## src/rtl/rsa_modexp_engine.sv

```systemverilog
// RSA modular exponentiation m = c^d mod n, left-to-right square-and-multiply with a bit-serial modmul.
// Define RSA_CONST_TIME_EN to run the multiply pass for every exponent bit (fixed latency).
//
// state  | meaning
// IDLE   | waiting for start (ignored while busy)
// LOAD   | acc = 1 mod n, bit index = WIDTH-1
// SQR    | acc = acc*acc mod n, WIDTH steps + writeback
// MUL    | acc = acc*c mod n, WIDTH steps + writeback
// DONE   | publish result and cycle count
module rsa_modexp_engine #(
    parameter int WIDTH = 16,
    parameter int CNT_W = 32
) (
    input  logic             clk,
    input  logic             rst,
    input  logic             start,
    input  logic [WIDTH-1:0] c,
    input  logic [WIDTH-1:0] d,
    input  logic [WIDTH-1:0] n,
    output logic [WIDTH-1:0] m_decrypted,
    output logic             finish,
    output logic             busy,
    output logic [CNT_W-1:0] cycle_count
);

    localparam int IW = $clog2(WIDTH);
`ifdef RSA_CONST_TIME_EN
    localparam bit CONST_TIME = 1'b1;
`else
    localparam bit CONST_TIME = 1'b0;
`endif

    typedef enum logic [2:0] {S_IDLE, S_LOAD, S_SQR, S_MUL, S_DONE} state_t;

    state_t             state_q, state_d;
    logic [WIDTH-1:0]   c_q, d_q, n_q, acc_q, m_q;
    logic [WIDTH+1:0]   r_q;
    logic [IW-1:0]      i_q, j_q;
    logic               wb_q, busy_q, finish_q;
    logic [CNT_W-1:0]   cnt_q, cc_q;

    logic accept, load_en, step_en, wb_en, bit_end, acc_we, done_en;
    logic mul_req, b_bit;

    function automatic logic [WIDTH+1:0] modmul_step(input logic [WIDTH+1:0] r,
                                                     input logic [WIDTH-1:0] a,
                                                     input logic [WIDTH-1:0] nm,
                                                     input logic             b);
        logic [WIDTH+1:0] t, nn;
        nn = {2'b00, nm};
        t  = {r[WIDTH:0], 1'b0};
        if (t >= nn) t = t - nn;
        if (b)       t = t + {2'b00, a};
        if (t >= nn) t = t - nn;
        return t;
    endfunction

    assign mul_req = CONST_TIME || d_q[i_q];
    assign b_bit   = (state_q == S_MUL) ? c_q[j_q] : acc_q[j_q];

    always_ff @(posedge clk or posedge rst) begin
        if (rst) state_q <= S_IDLE;
        else     state_q <= state_d;
    end

    always_comb begin
        state_d = state_q;
        case (state_q)
            S_IDLE: if (start && !busy_q) state_d = S_LOAD;
            S_LOAD: state_d = S_SQR;
            S_SQR: begin
                if (wb_q) begin
                    if (mul_req)          state_d = S_MUL;
                    else if (i_q == '0)   state_d = S_DONE;
                    else                  state_d = S_SQR;
                end
            end
            S_MUL:  if (wb_q) state_d = (i_q == '0) ? S_DONE : S_SQR;
            S_DONE: state_d = S_IDLE;
            default: state_d = S_IDLE;
        endcase
    end

    always_comb begin
        accept  = (state_q == S_IDLE) && start && !busy_q;
        load_en = (state_q == S_LOAD);
        step_en = ((state_q == S_SQR) || (state_q == S_MUL)) && !wb_q;
        wb_en   = ((state_q == S_SQR) || (state_q == S_MUL)) && wb_q;
        bit_end = wb_en && ((state_q == S_MUL) || !mul_req);
        // In constant-time mode a MUL for a zero bit still runs but its product is dropped.
        acc_we  = wb_en && ((state_q == S_SQR) || d_q[i_q]);
        done_en = (state_q == S_DONE);
    end

    always_ff @(posedge clk or posedge rst) begin
        if (rst) begin
            c_q      <= '0;
            d_q      <= '0;
            n_q      <= '0;
            acc_q    <= '0;
            m_q      <= '0;
            r_q      <= '0;
            i_q      <= '0;
            j_q      <= '0;
            wb_q     <= 1'b0;
            busy_q   <= 1'b0;
            finish_q <= 1'b0;
            cnt_q    <= '0;
            cc_q     <= '0;
        end else begin
            if (accept) begin
                c_q    <= c;
                d_q    <= d;
                n_q    <= n;
                busy_q <= 1'b1;
                cnt_q  <= CNT_W'(1);
            end else if ((state_q != S_IDLE) && (cnt_q != '1)) begin
                cnt_q  <= cnt_q + CNT_W'(1);
            end
            if (finish_q) busy_q <= 1'b0;
            if (load_en) begin
                acc_q <= (n_q == WIDTH'(1)) ? '0 : WIDTH'(1);
                i_q   <= IW'(WIDTH - 1);
                j_q   <= IW'(WIDTH - 1);
                r_q   <= '0;
                wb_q  <= 1'b0;
            end
            if (step_en) begin
                r_q <= modmul_step(r_q, acc_q, n_q, b_bit);
                if (j_q == '0) wb_q <= 1'b1;
                else           j_q  <= j_q - IW'(1);
            end
            if (wb_en) begin
                if (acc_we) acc_q <= r_q[WIDTH-1:0];
                r_q  <= '0;
                j_q  <= IW'(WIDTH - 1);
                wb_q <= 1'b0;
            end
            if (bit_end) i_q <= i_q - IW'(1);
            finish_q <= done_en;
            if (done_en) begin
                m_q  <= acc_q;
                cc_q <= cnt_q;
            end
        end
    end

    assign m_decrypted = m_q;
    assign finish      = finish_q;
    assign busy        = busy_q;
    assign cycle_count = cc_q;

endmodule

```

## config.mk

```make
export PLATFORM = sky130hd
export DESIGN_NAME = rsa_modexp_engine
export DESIGN_NICKNAME = d
export VERILOG_FILES = /design/src/rtl/rsa_modexp_engine.sv
export SDC_FILE = /design/constraint.sdc
export NUM_CORES = 1
export LEC_CHECK = 0
export CAP_MARGIN = 20
export CORE_ASPECT_RATIO = 0.5
export CORE_MARGIN = 4
export CORE_UTILIZATION = 33
export CTS_BUF_LIST = sky130_fd_sc_hd__clkbuf_16
export CTS_CLUSTER_SIZE = 14
export DETAILED_ROUTE_END_ITERATION = 8
export GPL_ROUTABILITY_DRIVEN = 1
export PLACE_DENSITY = 0.54
export SYNTH_ARGS = -nofsm -noshare
export SYNTH_HDL_FRONTEND = slang
export SYNTH_SLANG_ARGS = --single-unit
```

## constraint.sdc

```tcl
create_clock -name clk -period 6.4 [get_ports clk]
set_clock_uncertainty 0.15 [all_clocks]
set_input_delay 0.64 -clock clk [delete_from_list [all_inputs] [get_ports clk]]
set_output_delay 0.64 -clock clk [all_outputs]
set_load 0.1 [all_outputs]
```

=== Yosys cells after proc, flatten, opt, wreduce, memory -nomap -nowiden ===
Cells that the tools add are included.

* Mux-type cells: 39
* Order comparisons: 4
* Eq/ne operators: 9
* Reduce and logical (&&, ||, !) cells: 23
* Add/sub/neg operators: 6

{| class="wikitable"
|+ Operators with widths
! cell !! number
|-
| 2-to-1 mux 18 bit || 4
|-
| 2-to-1 mux 17 bit || 4
|-
| 2-to-1 mux 32 bit || 2
|-
| 2-to-1 mux 16 bit || 3
|-
| greater-or-equal comparator 18 x 16 -> 1 bit || 2
|-
| adder 32 x 1 -> 32 bit (second input constant) || 1
|-
| != test 32 bit (second input constant) || 1
|-
| 2-to-1 mux 4 bit || 6
|-
| adder 18 x 16 -> 18 bit || 1
|-
| subtractor 18 x 16 -> 18 bit || 1
|-
| subtractor 17 x 16 -> 17 bit || 1
|-
| == test 16 x 1 -> 1 bit (second input constant) || 1
|-
| 2-to-1 mux 3 bit || 5
|-
| binary-select mux 1 bit (select 4 bit) || 3
|-
| case mux 3 bit (4 select lines) || 1
|-
| 2-to-1 mux 1 bit || 11
|-
| < comparator 4 x 5 -> 1 bit (second input constant) || 2
|-
| logical AND 1 bit || 8
|-
| zero test 4 bit || 2
|-
| subtractor 4 x 1 -> 4 bit (second input constant) || 2
|-
| == test 3 x 2 -> 1 bit (second input constant) || 2
|-
| != test 2 bit (second input constant) || 3
|-
| nonzero test 2 bit || 3
|-
| nonzero test 3 bit || 2
|-
| 6 further kinds || 10
|}

* Flip-flop bits (word level): 175
* Input bits: 51
* Logic and storage cells: 95

=== Depth between registers and ports, before layout ===
Gate-level depths: netlist (run 1).

* Depth in word-level cells: 11
* Gate-level depth with buffers: 32

=== Worst setup path after synthesis (run 1) ===
Ideal clock, no wire load.

* Path type: register to register
* From: register n_q[0]
* To: register r_q[14]
* Stages on the path, launching flop included: 31
* Buffers on the path: 3
* Arrival: 6376 ps
* Required time: 6154 ps
* Slack: -222 ps
* Cells stage by stage: dfrtp_1 inv_1 fa_1 a21o_1 a221oi_2 o21ai_1 a311oi_1 or2_2 clkbuf_1 nor2_1 ha_1 fa_1 a21o_1 a41oi_1 and3_1 nor2_1 a21o_1 a211oi_1 o31ai_1 ha_1 a21o_1 a21oi_1 nand2_1 o21ai_0 o221ai_1 a41oi_1 and3b_1 clkbuf_1 buf_2 a21oi_1 o31ai_1

* Word-level cells in the longest chain between the ends: 10

{| class="wikitable"
|+ Ends and longest elaborated chain
! what !! RTL line !! text
|-
| start, declared || 36 || <nowiki>logic [WIDTH-1:0] c_q, d_q, n_q, acc_q, m_q;</nowiki>
|-
| start signal, assigned || 114 || <nowiki>n_q <= n;</nowiki>
|-
| subtractor 18 x 16 -> 18 bit or greater-or-equal comparator 18 x 16 -> 1 bit (tied branches) || 52 || <nowiki>if (t >= nn) t = t - nn;</nowiki>
|-
| 2-to-1 mux 18 bit || 52 ||
|-
| 2-to-1 mux 18 bit || 128 || <nowiki>if (step_en) begin</nowiki>
|-
| adder 18 x 16 -> 18 bit || 53 || <nowiki>if (b) t = t + {2'b00, a};</nowiki>
|-
| 2-to-1 mux 18 bit || 53 ||
|-
| 2-to-1 mux 18 bit || 128 ||
|-
| subtractor 17 x 16 -> 17 bit or greater-or-equal comparator 18 x 16 -> 1 bit (tied branches) || 54 || <nowiki>if (t >= nn) t = t - nn;</nowiki>
|-
| 2-to-1 mux 17 bit * || 54 ||
|-
| 2-to-1 mux 17 bit * || 128 ||
|-
| 2-to-1 mux 17 bit * || 133 || <nowiki>if (wb_en) begin</nowiki>
|-
| end signal, assigned || 129 || <nowiki>r_q <= modmul_step(r_q, acc_q, n_q, b_bit);</nowiki>
|-
| end, declared || 37 || <nowiki>logic [WIDTH+1:0] r_q;</nowiki>
|}

Every way passes the cells marked *; elsewhere a longest branch is shown, timed or not. The select of a mux whose other input is x is not followed.
A chain may end at the register's enable or synchronous reset.

=== Worst setup path after layout (run 1) ===
* From: register n_q[1]
* To: register r_q[4]

The elaborated chain is that of the path after synthesis.

==> results.py, run 1 <==
metrics = {
    "grt": {
        "grt_pass1_vias": 8467,
        "overflow": 0,
        "grt_max_degree": 78,
        "grtUsageTotal_pct": 16.6,
        "grt_pass1_wl_um": 45700,
        "antenna_found_initial": 0,
    },
    "floorplanning": {
        "dieArea_sq_um": 34800,
        "die_w_um": 260,
        "ios": 101,
        "row_count": 45,
        "fp.dieH_um": 134,
        "start_util_pct": 34.0,
        "core_area_sq_um": 30800,
    },
    "critical_path": {
        "arrival_ps": 6300,
        "critPathLaunchType": "flip-flop",
        "cpMostUsedCell": "a21o_1",
        "critPathKind": "reg -> reg",
        "critPathRequiredTime_ps": 6580,
        "rr_worst_depth": 29,
        "cp_slowest_cell": "fa_2",
        "end_kind": "flip-flop",
        "r2r-start": "n_q[1]",
        "cp_max_fo": 7,
        "reg2reg_to": "r_q[4]",
        "cpPeakStageDelay_ps": 400,
        "rrSetupSlack_ps": 270,
        "path_buf_inv": 4,
        "cp_top_family": "compound AO/OA/AOI/OAI gates",
    },
    "sta": {
        "worst_pin_slew_ps": 1030,
        "whs_ps": 275,
        "max_freq_mhz": 163,
        "min_period_ps": 6130,
        "period_share_pct": 95.7,
        "slew-limit-headroom_pct": 31.3,
        "hold_viol": 0,
        "setup_violations": 0,
        "setup_ws_ps": 274,
        "maxSlewViolCount": 0,
    },
    "routing": {
        "wire_per_inst_um": 17.2,
        "ant_nets": 0,
        "drtIter0Drc": 484,
        "dr_total_vias": 8538,
        "routed_wl_um": 28900,
        "vias_per_cell": 5.08,
        "drc_errors": 0,
        "drt-pass1-iter-count": 5,
    },
    "min_path": {
        "min-delay-start": "finish",
        "hold_path_end": "busy",
        "min_path_cells": 1,
        "min_path_type": "reg -> reg",
    },
    "logic_synthesis": {
        "synth.distinct_cells": 68,
        "synth_nets": 1149,
        "yosysSeqAreaShare_pct": 41.8,
        "syn_area_per_cell_sq_um": 10.0,
        "postSynth.asyncResetShare_pct": 100,
        "ys_ff_latch": 175,
        "syn_inst": 1043,
        "synth_top_area_share_pct": 41.8,
        "synth_top_area_cell": "dfrtp_1",
        "netlist_top_cells_area": "dfrtp_1 (42%), mux2_2 (9.8%), ha_1 (6.2%), nand2_1 (4.4%), mux4_2 (3.2%)",
        "synth_edf_count": 0,
        "synthFlopType": "dfrtp_1",
        "synth_area_sq_um": 10500,
        "ys.warnings.count": 0,
    },
    "final_layout": {
        "utilization_pct": 44.4,
        "area_growth_pct": 30.5,
        "antenna_cells": 0,
        "drive_gt1_share_pct": 26.2,
        "num-nets-final": 1351,
    },
    "run_status": {
        "status": "finished clean",
    },
    "clock_tree": {
        "clockBufferDepth": 2,
        "clock-root-buffer": "clkbuf_16",
        "clock-sinks": 175,
        "ctsHoldBuffers": 0,
        "cts.htree.levels": 4,
        "clk_pin_slew_worst_paths_ps": 70,
        "cts_buffers": 17,
        "clk_latency_ps": 450,
        "tritoncts": "built",
    },
    "placed_design": {
        "io_buffers": 100,
        "pre_cts_ws_ps": -184,
        "gp_congestion": 0.985,
        "dp_hpwl_um": 22200,
    },
    "flow_run": {
        "max_cap_violations": 0,
    },
}
==> synth_stat cells, drive strengths merged (12+ instances only) <==
cell type / number
xnor2: 37
a21o: 14
and3: 14
dfrtp: 175
ha: 52
nand2: 122
nor2: 72
inv: 42
nand3: 25
a21oi: 57
mux2: 91
nor3: 17
nand2b: 12
mux4: 15
o21ai: 66
xor2: 29
clkbuf: 33
nand4: 20
==> flip-flops by register name, indices dropped and copies added (netlist names), 3 cells and up <==
| register | count |
|---|---|
| r_q | 17 |
| i_q | 4 |
| n_q | 16 |
| d_q | 16 |
| m_decrypted | 16 |
| state_q | 3 |
| j_q | 4 |
| cnt_q | 32 |
| acc_q | 16 |
| cycle_count | 32 |
| c_q | 16 |
==> routing by layer <==
layer / vias to the layer above / track usage (%) / share of wire [%]
met4: 0 / 4.22 / 1.7
met5: - / 0 / 0
li1: 4156 / - / -
met2: 146 / 27.7 / 48
met3: 28 / 3.26 / 3.6
met1: 4208 / 22.3 / 46
==> stage by stage <==
step	TNS (ps)	instance area [sq um]	instances
2_1_floorplan	0	10500	1043
3_3_place_gp	-48.6	12700	1640
3_5_place_dp	-1790	12700	1640
4_1_cts	0	13400	1673
5_1_grt	-162	13700	1681
6_report	0	13700	1681
==> placed cells by master (no fill, tap or decap), types with 7 or more instances in the layout <==
| master | n |
|---|---|
| dfrtp_1 | 175 |
| buf_4 | 124 |
| nand2_1 | 119 |
| clkdlybuf4s50_1 | 100 |
| mux2_2 | 89 |
| nor2_1 | 69 |
| o21ai_0 | 59 |
| a21oi_1 | 52 |
| ha_1 | 44 |
| inv_1 | 40 |
| xnor2_1 | 36 |
| xor2_1 | 29 |
| nand3_1 | 25 |
| nand4_1 | 20 |
| clkbuf_16 | 17 |
| nor3_1 | 15 |
| mux4_2 | 15 |
| a21o_1 | 14 |
| nand2b_1 | 12 |
| and3_1 | 12 |
| and2_1 | 10 |
| mux2i_1 | 8 |
| o31ai_1 | 8 |
| o21a_1 | 8 |
| o211ai_1 | 7 |
==> area by class of cell <==
cell class	count	area [sq um]
Clock buffer	17	425
Clock inverter	15	176
Fill cell	2950	17100
Inverter	42	163
Multi-Input combinational cell	782	6020
Sequential cell	175	4380
Tap cell	423	529
Timing Repair Buffer	227	1970
==> kinds of logic (layout without fill, tap and decap cells) <==
group	Yosys count	count (layout)	share of synthesized area, %
AOI/OAI and AO/OA	216	216	13.7
xor gates and xnor gates	66	66	5.59
adders and majority gates	55	55	6.79
buffers and inverters	86	301	3.29
DFF	175	175	41.8
muxes	115	115	14.0
and+or+nand+nor	330	330	14.8
==> worst max-delay path by stage <==
stage,start,end,slack [ps],cells after the start
after floorplan,n_q[0],r_q[14],20,30
after global placement,n_q[0],r_q[4],-30,27
after detailed placement,n_q[0],r_q[4],-180,26
after CTS,r_q[10],r_q[4],30,26
after global routing,n_q[1],r_q[4],-50,28
final,n_q[1],r_q[4],270,29
==> timing repair <==
action                                  in CTS  in global routing
pin swaps                                    4                 32
endpoints found under the setup margin      15                 17
setup buffers                                1                  8
resized for setup                           10                 43
Power of run 1 is not shown: default switching activity piles up to over one toggle a cycle in this logic, so the estimate is an artifact.
==> run 2, diff against run 1 <==
Settings changed: CORE_UTILIZATION 33 to 53, PLACE_DENSITY 0.54 to 0.79.
==> run 2 against run 1 <==
Net effect:
- final area shrank 1.7%
- first-iteration DRC count rose by 61%
- non-clock buffer count did not move
- core utilization is 25 points higher
- die area fell by 36%
- sequential cell count did not move
- worst setup slack lost 170 ps
- via count grew 3.9%
- critical path type unchanged
==> results.py, run 2 (synthesis gave the netlist of run 1 again) <==
metrics = {
    "run_status": {
        "status": "finished clean",
    },
    "final_layout": {
        "layout_common_cells": "dfrtp_1 (175), nand2_1 (120), buf_4 (120)",
        "drive_gt1_share_pct": 26.5,
        "area_growth_pct": 28.4,
        "utilization_pct": 69.2,
        "final-seq-area_sq_um": 4380,
        "final_common_cell": "dfrtp_1",
        "fillers": 1423,
        "antenna_cells": 0,
        "design_area_sq_um": 13400,
        "num-nets-final": 1351,
        "fin_cells": 1523,
        "multi_input_area_sq_um": 6060,
    },
    "clock_tree": {
        "clockBufferDepth": 2,
        "tritoncts": "built",
        "clk_latency_ps": 440,
        "clock-root-buffer": "clkbuf_16",
        "clock-sinks": 175,
        "ctsHoldBuffers": 0,
        "cts_buffers": 17,
        "clk_pin_slew_worst_paths_ps": 70,
        "cts.htree.levels": 4,
    },
    "critical_path": {
        "critPathRequiredTime_ps": 6580,
        "reg2reg_to": "r_q[2]",
        "critPathLaunchType": "flip-flop",
        "cp_slowest_cell": "fa_2",
        "arrival_ps": 6470,
        "rrSetupSlack_ps": 110,
        "end_kind": "flip-flop",
        "cp_max_fo": 4,
        "r2r-start": "n_q[1]",
        "critPathKind": "reg -> reg",
        "rr_worst_depth": 29,
        "cpPeakStageDelay_ps": 400,
        "critical_path.startpoint": "n_q[1]",
    },
    "grt": {
        "met1_usage_pct": 36.6,
        "grt_max_degree": 106,
        "grt_pass1_wl_um": 46100,
        "grtUsageMet3_pct": 4.79,
        "grtUsageTotal_pct": 26.2,
        "busiest_layer": "met2",
        "antenna_found_initial": 0,
        "grtUsageMet2_pct": 42.2,
        "overflow": 0,
        "grt_pass1_vias": 8843,
    },
    "sta": {
        "rsz0062_at_grt": "true",
        "min_period_ps": 6290,
        "hold_viol": 0,
        "setup_violations": 0,
        "period_share_pct": 98.3,
        "max_freq_mhz": 159,
        "fin_setup_tns_ps": 0,
        "slew-limit-headroom_pct": 29.4,
        "worst_pin_slew_ps": 1060,
        "maxSlewViolCount": 0,
    },
    "floorplanning": {
        "row_count": 36,
        "dieArea_sq_um": 22200,
        "die_w_um": 207,
        "fp.dieH_um": 107,
        "start_util_pct": 53.9,
        "ios": 101,
        "core_area_sq_um": 19400,
    },
    "flow_run": {
        "max_cap_violations": 0,
    },
    "placed_design": {
        "io_buffers": 100,
        "placed_cells": 1474,
        "dp_hpwl_um": 21100,
        "place_area_sq_um": 12500,
        "gp_congestion": 0.911,
    },
    "routing": {
        "drtIter0Drc": 779,
        "routed_wl_um": 28800,
        "ant_nets": 0,
        "drc_errors": 0,
        "drt-pass1-iter-count": 5,
        "vias_per_cell": 5.83,
        "wire_per_inst_um": 18.9,
        "dr_total_vias": 8873,
    },
    "min_path": {
        "min_path_type": "reg -> reg",
        "hold_path_end": "busy",
        "min_path_cells": 1,
        "min-delay-start": "finish",
    },
}
-- run 2: cell count changes in the layout (fill, tap and decap cells not counted), sizes merged --
cell      before  now
clkinv         5    8
bufinv         2    0
inv           50   47
clkinvlp       0    1
-- run 2: critical path, delay by kind of cell, from the launching register on --
kind | cells | cell delay, ps
AND/OR/NAND/NOR | 7 | 1110
buffers and inverters | 6 | 710
AO/OA/AOI/OAI | 11 | 2370
multiplexers | 1 | 340
XOR/XNOR | 1 | 130
adder cells (fa/ha/maj) | 3 | 1000
flip-flops | 1 | 360
-- run 2: how the worst max path moves through the flow --
stage | slack, ps | endpoint
after floorplan | 20 | r_q[14]
after global placement | -40 | r_q[4]
after detailed placement | -250 | r_q[14]
after CTS | 7 | r_q[4]
after global routing | -180 | r_q[14]
final | 110 | r_q[2]
-- run 2: metal layers --
layer  share of wire (%)  up-vias
li1                    -     4140
met1                  45     4433
met2                  48      245
met3                 4.7       55
met4                 2.3        0
met5                   0        -
-- run 2: what timing repair did --
item                       in CTS  in global routing
buffers inserted                2                 15
resized for setup              10                 52
setup endpoints to repair      17                 17
pin swaps                       6                 35
cloned                          0                  1
-- run 2: layout make-up --
| type | count | area share, % |
|---|---|---|
| timing repair buffer | 227 | 14.8 |
| multi-input combinational | 782 | 45.1 |
| clock buffer | 17 | 3.17 |
| inverter | 42 | 1.21 |
| sequential | 175 | 32.6 |
| tap | 266 | 2.48 |
| clock inverter | 14 | 0.689 |
-- run 2: metrics by stage --
stage	worst slack, ps	hold slack, ps
after floorplan	18.6	325
after global placement	-43.7	256
after detailed placement	-245	283
after CTS	6.75	294
after global routing	-178	318
final	108	287
Power of run 2 is left out for the same reason.
